<file path="config.mk">
export PLATFORM = sky130hd
export DESIGN_NAME = toll_gate_ctrl
export DESIGN_NICKNAME = d
export VERILOG_FILES = /design/src/rtl/toll_pkg.sv /design/src/rtl/toll_gate_ctrl_timer.sv /design/src/rtl/toll_gate_ctrl.sv
export SDC_FILE = /design/constraint.sdc
export NUM_CORES = 1
export LEC_CHECK = 0
export BUFFER_PORTS_ARGS = -buffer_cell sky130_fd_sc_hd__buf_4
export CAP_MARGIN = 40
export CORE_ASPECT_RATIO = 1.25
export CORE_UTILIZATION = 45
export DETAILED_ROUTE_END_ITERATION = 8
export PLACE_DENSITY_LB_ADDON = 0.08
export SLEW_MARGIN = 40
export SYNTH_ARGS = -nofsm -noshare
export SYNTH_HDL_FRONTEND = slang
export SYNTH_SLANG_ARGS = --single-unit
</file>
<file path="constraint.sdc">
create_clock -name clk -period 5.2 [get_ports clk]
set_input_delay 0 -clock clk [delete_from_list [all_inputs] [get_ports clk]]
set_output_delay 0 -clock clk [all_outputs]
set_load 0.01 [all_outputs]
</file>
<file path="src/rtl/toll_pkg.sv">
// Shared types and helpers for the toll gate controller.
package toll_pkg;

  // FSM state encoding; the numeric values are visible on currentstate.
  typedef enum logic [1:0] {
    ST_IDLE     = 2'd0,
    ST_WAIT_PAY = 2'd1,
    ST_OPEN     = 2'd2,
    ST_ALARM    = 2'd3
  } state_e;

  // Fee for a vehicle class: base * (class + 1). Computed at 32 bits;
  // callers truncate to their own fee width.
  function automatic logic [31:0] fee_calc(input logic [1:0] cls,
                                           input logic [31:0] base);
    return base * (32'(cls) + 32'd1);
  endfunction

  // Saturating add against an explicit ceiling (widths up to 32 bits).
  // Incrementing a counter is sat_add(v, 1, max).
  function automatic logic [31:0] sat_add(input logic [31:0] v,
                                          input logic [31:0] a,
                                          input logic [31:0] maxv);
    logic [32:0] s;
    s = {1'b0, v} + {1'b0, a};
    return (s > {1'b0, maxv}) ? maxv : s[31:0];
  endfunction

  // All-ones value of a field of width w, zero-extended to 32 bits.
  function automatic logic [31:0] ones32(input int w);
    return (w >= 32) ? 32'hFFFF_FFFF : ((32'd1 << w) - 32'd1);
  endfunction

endpackage

</file>
<file path="src/rtl/toll_gate_ctrl_timer.sv">
// Payment timeout timer: counts cycles spent waiting for payment.
module toll_timer #(
  parameter int PAY_TIMEOUT = 8
) (
  input  logic clk,
  input  logic rst,
  input  logic clear,
  input  logic en,
  output logic expire
);

  localparam int CW = $clog2(PAY_TIMEOUT);
  localparam logic [CW-1:0] LAST = CW'(PAY_TIMEOUT - 1);

  logic [CW-1:0] cnt_q;

  // Count up while enabled; park at the last value so it never wraps.
  always_ff @(posedge clk) begin
    if (rst || clear)
      cnt_q <= '0;
    else if (en && !expire)
      cnt_q <= cnt_q + CW'(1);
  end

  assign expire = (cnt_q == LAST);

endmodule

</file>
<file path="src/rtl/toll_gate_ctrl.sv">
// Single-lane toll gate controller: vehicle detect, Hi-pass/cash payment
// with timeout, gate control, and saturating revenue/traffic statistics.
module toll_gate_ctrl
  import toll_pkg::*;
#(
  parameter int TAG_W       = 5,
  parameter int FEE_BASE    = 100,
  parameter int FEE_W       = 16,
  parameter int CNT_W       = 8,
  parameter int PAY_TIMEOUT = 8
) (
  input  logic             clk,
  input  logic             rst,
  input  logic             car,
  input  logic [TAG_W-1:0] hipass,
  input  logic             cash_ok,
  input  logic             end_output,
  output logic [1:0]       currentstate,
  output logic             gate_open,
  output logic             alarm,
  output logic [FEE_W-1:0] fee_due,
  output logic [FEE_W-1:0] fee_total,
  output logic [CNT_W-1:0] car_count,
  output logic [CNT_W-1:0] violation_count
);

  localparam logic [31:0] FEE_MAX = ones32(FEE_W);
  localparam logic [31:0] CNT_MAX = ones32(CNT_W);

  state_e           state_q;
  logic             gate_q, alarm_q;
  logic [FEE_W-1:0] fee_due_q, fee_tot_q;
  logic [CNT_W-1:0] car_q, viol_q;

  logic             pay_hp, pay, tmr_expire;
  logic [1:0]       cls;
  logic [FEE_W-1:0] fee_now, fee_c0;
  logic [FEE_W-1:0] tot_now_d, tot_c0_d;
  logic [CNT_W-1:0] car_d, viol_d;

  // Payment decode: a nonzero tag beats cash; cash is always class 0.
  assign pay_hp  = |hipass;
  assign pay     = pay_hp | cash_ok;
  assign cls     = pay_hp ? hipass[1:0] : 2'd0;
  assign fee_now = FEE_W'(fee_calc(cls, 32'(FEE_BASE)));
  assign fee_c0  = FEE_W'(fee_calc(2'd0, 32'(FEE_BASE)));

  // Next values of the saturating statistics.
  assign tot_now_d = FEE_W'(sat_add(32'(fee_tot_q), 32'(fee_now), FEE_MAX));
  assign tot_c0_d  = FEE_W'(sat_add(32'(fee_tot_q), 32'(fee_c0), FEE_MAX));
  assign car_d     = CNT_W'(sat_add(32'(car_q), 32'd1, CNT_MAX));
  assign viol_d    = CNT_W'(sat_add(32'(viol_q), 32'd1, CNT_MAX));

  // Timer is held clear in IDLE so it starts from 0 on entry to WAIT_PAY,
  // and only advances on unpaid waiting cycles.
  toll_timer #(.PAY_TIMEOUT(PAY_TIMEOUT)) u_timer (
    .clk    (clk),
    .rst    (rst),
    .clear  (state_q == ST_IDLE),
    .en     ((state_q == ST_WAIT_PAY) && !pay),
    .expire (tmr_expire)
  );

  // Gate FSM with registered outputs, fee latch and statistics counters.
  always_ff @(posedge clk) begin
    if (rst) begin
      state_q   <= ST_IDLE;
      gate_q    <= 1'b0;
      alarm_q   <= 1'b0;
      fee_due_q <= '0;
      fee_tot_q <= '0;
      car_q     <= '0;
      viol_q    <= '0;
    end else begin
      case (state_q)
        ST_IDLE: begin
          if (car) state_q <= ST_WAIT_PAY;
        end
        ST_WAIT_PAY: begin
          // Payment on the expiry edge still opens the gate.
          if (pay) begin
            state_q   <= ST_OPEN;
            gate_q    <= 1'b1;
            fee_due_q <= fee_now;
            fee_tot_q <= tot_now_d;
          end else if (tmr_expire) begin
            state_q <= ST_ALARM;
            alarm_q <= 1'b1;
          end
        end
        ST_OPEN: begin
          if (end_output) begin
            state_q <= ST_IDLE;
            gate_q  <= 1'b0;
            car_q   <= car_d;
          end
        end
        ST_ALARM: begin
          // Late cash beats a simultaneous exit; the car then exits as a payer.
          if (cash_ok) begin
            state_q   <= ST_OPEN;
            alarm_q   <= 1'b0;
            gate_q    <= 1'b1;
            fee_due_q <= fee_c0;
            fee_tot_q <= tot_c0_d;
          end else if (end_output) begin
            state_q <= ST_IDLE;
            alarm_q <= 1'b0;
            viol_q  <= viol_d;
          end
        end
        default: begin
          state_q <= ST_IDLE;
          gate_q  <= 1'b0;
          alarm_q <= 1'b0;
        end
      endcase
    end
  end

  assign currentstate    = state_q;
  assign gate_open       = gate_q;
  assign alarm           = alarm_q;
  assign fee_due         = fee_due_q;
  assign fee_total       = fee_tot_q;
  assign car_count       = car_q;
  assign violation_count = viol_q;

endmodule

</file>
==> results.toml <==
[synthesis]
synth-simple-area-share_pct = 21.60
syn-cell-area_mm2 = 0.003007
yosysTopAreaCellShare_pct = 29.96
synth_fa_ha_area_share_pct = 9.821
synth_compound_area_share_pct = 26.84
ys_top_cells_by_area = "dfxtp_1 30%, ha_1 9.2%, a21oi_1 5.3%"
yosys.area.top_type = "dfxtp_1"
synth_seq_cells = 45
yosys_warnings = 0
synth_enable_flop_cells = 0
yosysSeqAreaShare_pct = 29.96
async_flop_share_pct = 0
synth_ff_type = "dfxtp_1"
synth_top_family_by_area = "compound AO/OA/AOI/OAI gates"
synthMuxAreaShare_pct = 1.665
syn_area_per_cell_um2 = 8.170
postSynthCellCount = 368
yosys.cell_types.count = 58
synth_xor_area_share_pct = 3.787

[worst_setup_path]
cp-start-kind = "input port"
critPathMaxStageDelay_ps = 530
worstPathMaxFanout = 7
crit_slowest_cell = "dlygate4sd3_1"
crit_family = "compound AO/OA/AOI/OAI gates"
end_kind = "register"
crit_chain = "dlygate4sd3_1, buf_4, inv_1, ha_1, a21o_1, ha_1, a2111oi_0, o21ai_0, nand4_1, nand2_1, a211oi_1, o41ai_2"
cp_common_cell = "ha_1"
crit_required_ps = 5380
critical_path_class = "in2reg"
cp_num_buf_inv = 3
arrival_ps = 3100

[floorplanning]
die_area_mm2 = 0.007015
num_rows = 32
initial_utilization_pct = 47.53
coreArea_mm2 = 0.006326
die_x_um = 75.11
die_h_um = 93.39
pin_count = 62

[cts]
clk_path_buf_depth = 2
clkSlewWorstSetupHoldPaths_ps = 90
cts_root_buffer = "clkbuf_8"
cts_tree = "done"
htreeDepth = 2
clk_latency_ps = 300
cts_buffers = 5
cts_setup_buffers = 0
clock-sinks = 45

[timing]
hold_viol = 0
rsz0062_at_grt = "false"
fin_setup_tns_ps = 0
setup_viol = 0
fmax_mhz = 342.5
max_slew_margin_pct = 55.10
fin_ws_ps = 2280
finalCritPeriodShare_pct = 56.16
worst_slew_pin_slew_ps = 664.1
min_period_ps = 2920
finalMaxSlewViolations = 0
skew_ps = 5.811

[power_and_ir_drop]
power.leakage_nw = 1.392
power_density_mw_per_mm2 = 270.5
power_uw = 956.7
peakVddDrop_uv = 160.2

[drt]
wl_met2_um = 4019
ant_nets = 0
firstDrtPassIters = 4
drc_errors = 0
routed-wl-met3_um = 343
routed_wl_um = 8059
first_iter_violations = 86
via_per_inst = 5.903
m1WireLength_um = 3560
vias = 2916
highest_layer = "met4"
post_drt_wl_per_cell_um = 16.31

[run_status]
status = "finished clean"

[final_layout]
layout-drive-gt1-share_pct = 18.09
finish.utilization_pct = 55.91
fin_cells = 494
synthToLayoutAreaGrowth_pct = 17.64
antenna_cells = 0
fill_cells = 628
seqCellArea_um2 = 900.9
nets = 441
multi_input_area_mm2 = 0.001951

[placed_design]
io_buffers = 53
dp.cells = 484
place_ws_ps = 2544
gp_congestion = 0.8693
hpwl_um = 5705

[global_routing]
antenna_found_initial = 0
overflow = 0
grt_pass1_wl_um = 13010
grt_pass1_vias = 2675
grt_max_degree = 36
grtUsageTotal_pct = 24.18

[flow_run]
maxCapViolCount = 0

[hold_path]
hold_path.class = "in2reg"
placed cells by master, fill, tap and decap left out, types with 9 or more instances in the layout:
cell      instances
nand2_1          34
nand4_1           9
nor2_1           28
inv_1             9
nor3_1           18
ha_1             22
a311oi_1          9
dfxtp_1          45
xnor2_1          10
a21oi_1          31
buf_4            54
o21ai_0          23
sequential cells by signal, indices dropped and copies added (netlist names):
name / count
currentstate: 2
fee_due: 7
violation_count: 8
u_timer.cnt_q: 3
alarm: 1
fee_total: 15
car_count: 8
gate_open: 1
worst paths after layout:
| kind | from | endpoint | slack [ps] | cells after the start |
|---|---|---|---|---|
| setup / recovery | hipass[0] | fee_total[11] | 2280 | 12 |
| hold / removal | hipass[4] | fee_due[5] | 10 | 3 |
| setup reg to reg | fee_total[2] | fee_total[2] | 2570 | 8 |
| hold reg to reg | alarm | alarm | 500 | 2 |
tightest hold or removal path, stage by stage:
cell	delay, ps
buf_4	80
or4b_2	120
a311oi_1	70
metrics by stage:
stage	hold WS, ps	instance area, µm²
global placement	258.0	3392
detailed placement	266.3	3396
CTS	9.228	3536
global route	33.39	3537
floorplan	108.8	3033
finish	13.54	3537
layer usage:
metal  up-vias  GRT usage (%)
li1       1437              -
met1      1389          30.49
met2        78          41.82
met5         -              0
met3        12          2.909
met4         0          7.862
where the power goes:
part | switching (mW) | internal, mW
Clock | 0.133 | 0.157
Combinational | 0.149 | 0.108
Sequential | 0.0441 | 0.366
timing repair:
action,CTS,global route
gates resized for setup,0,0
setup endpoints to repair,0,0
endpoints found under the hold margin,2,0
hold buffers,2,0
cell usage after synthesis, types with 3 or more instances:
cell type	instances
nand3_1	8
a31oi_1	5
inv_1	9
o21a_1	5
clkbuf_1	17
o21ai_0	23
and3_1	8
a211oi_1	7
mux2i_1	5
and2_1	3
dfxtp_1	45
a21oi_1	32
nor2_1	28
buf_4	10
a32oi_1	3
xor2_1	3
nand4_1	9
a22oi_1	4
xnor2_1	10
nand2b_1	5
ha_1	22
a21o_1	3
nand2_1	34
a311oi_1	9
nor3_1	18
cell type report:
class                           instances  area share [%]
Multi-Input combinational cell        291           55.15
Sequential cell                        45           25.47
Timing Repair Buffer                   56           12.03
Tap cell                               85           3.007
Clock buffer                            6           2.335
Clock inverter                          2           1.061
Inverter                                9          0.9551
cells by family after synthesis:
kind of cell	after synthesis
buffers and inverters	39
DFF	45
and+or+nand+nor	128
adders and majority gates	23
xor gates and xnor gates	13
muxes	5
AOI/OAI and AO/OA	114
other	1
No activity file was read; power rests on OpenSTA's default activity.
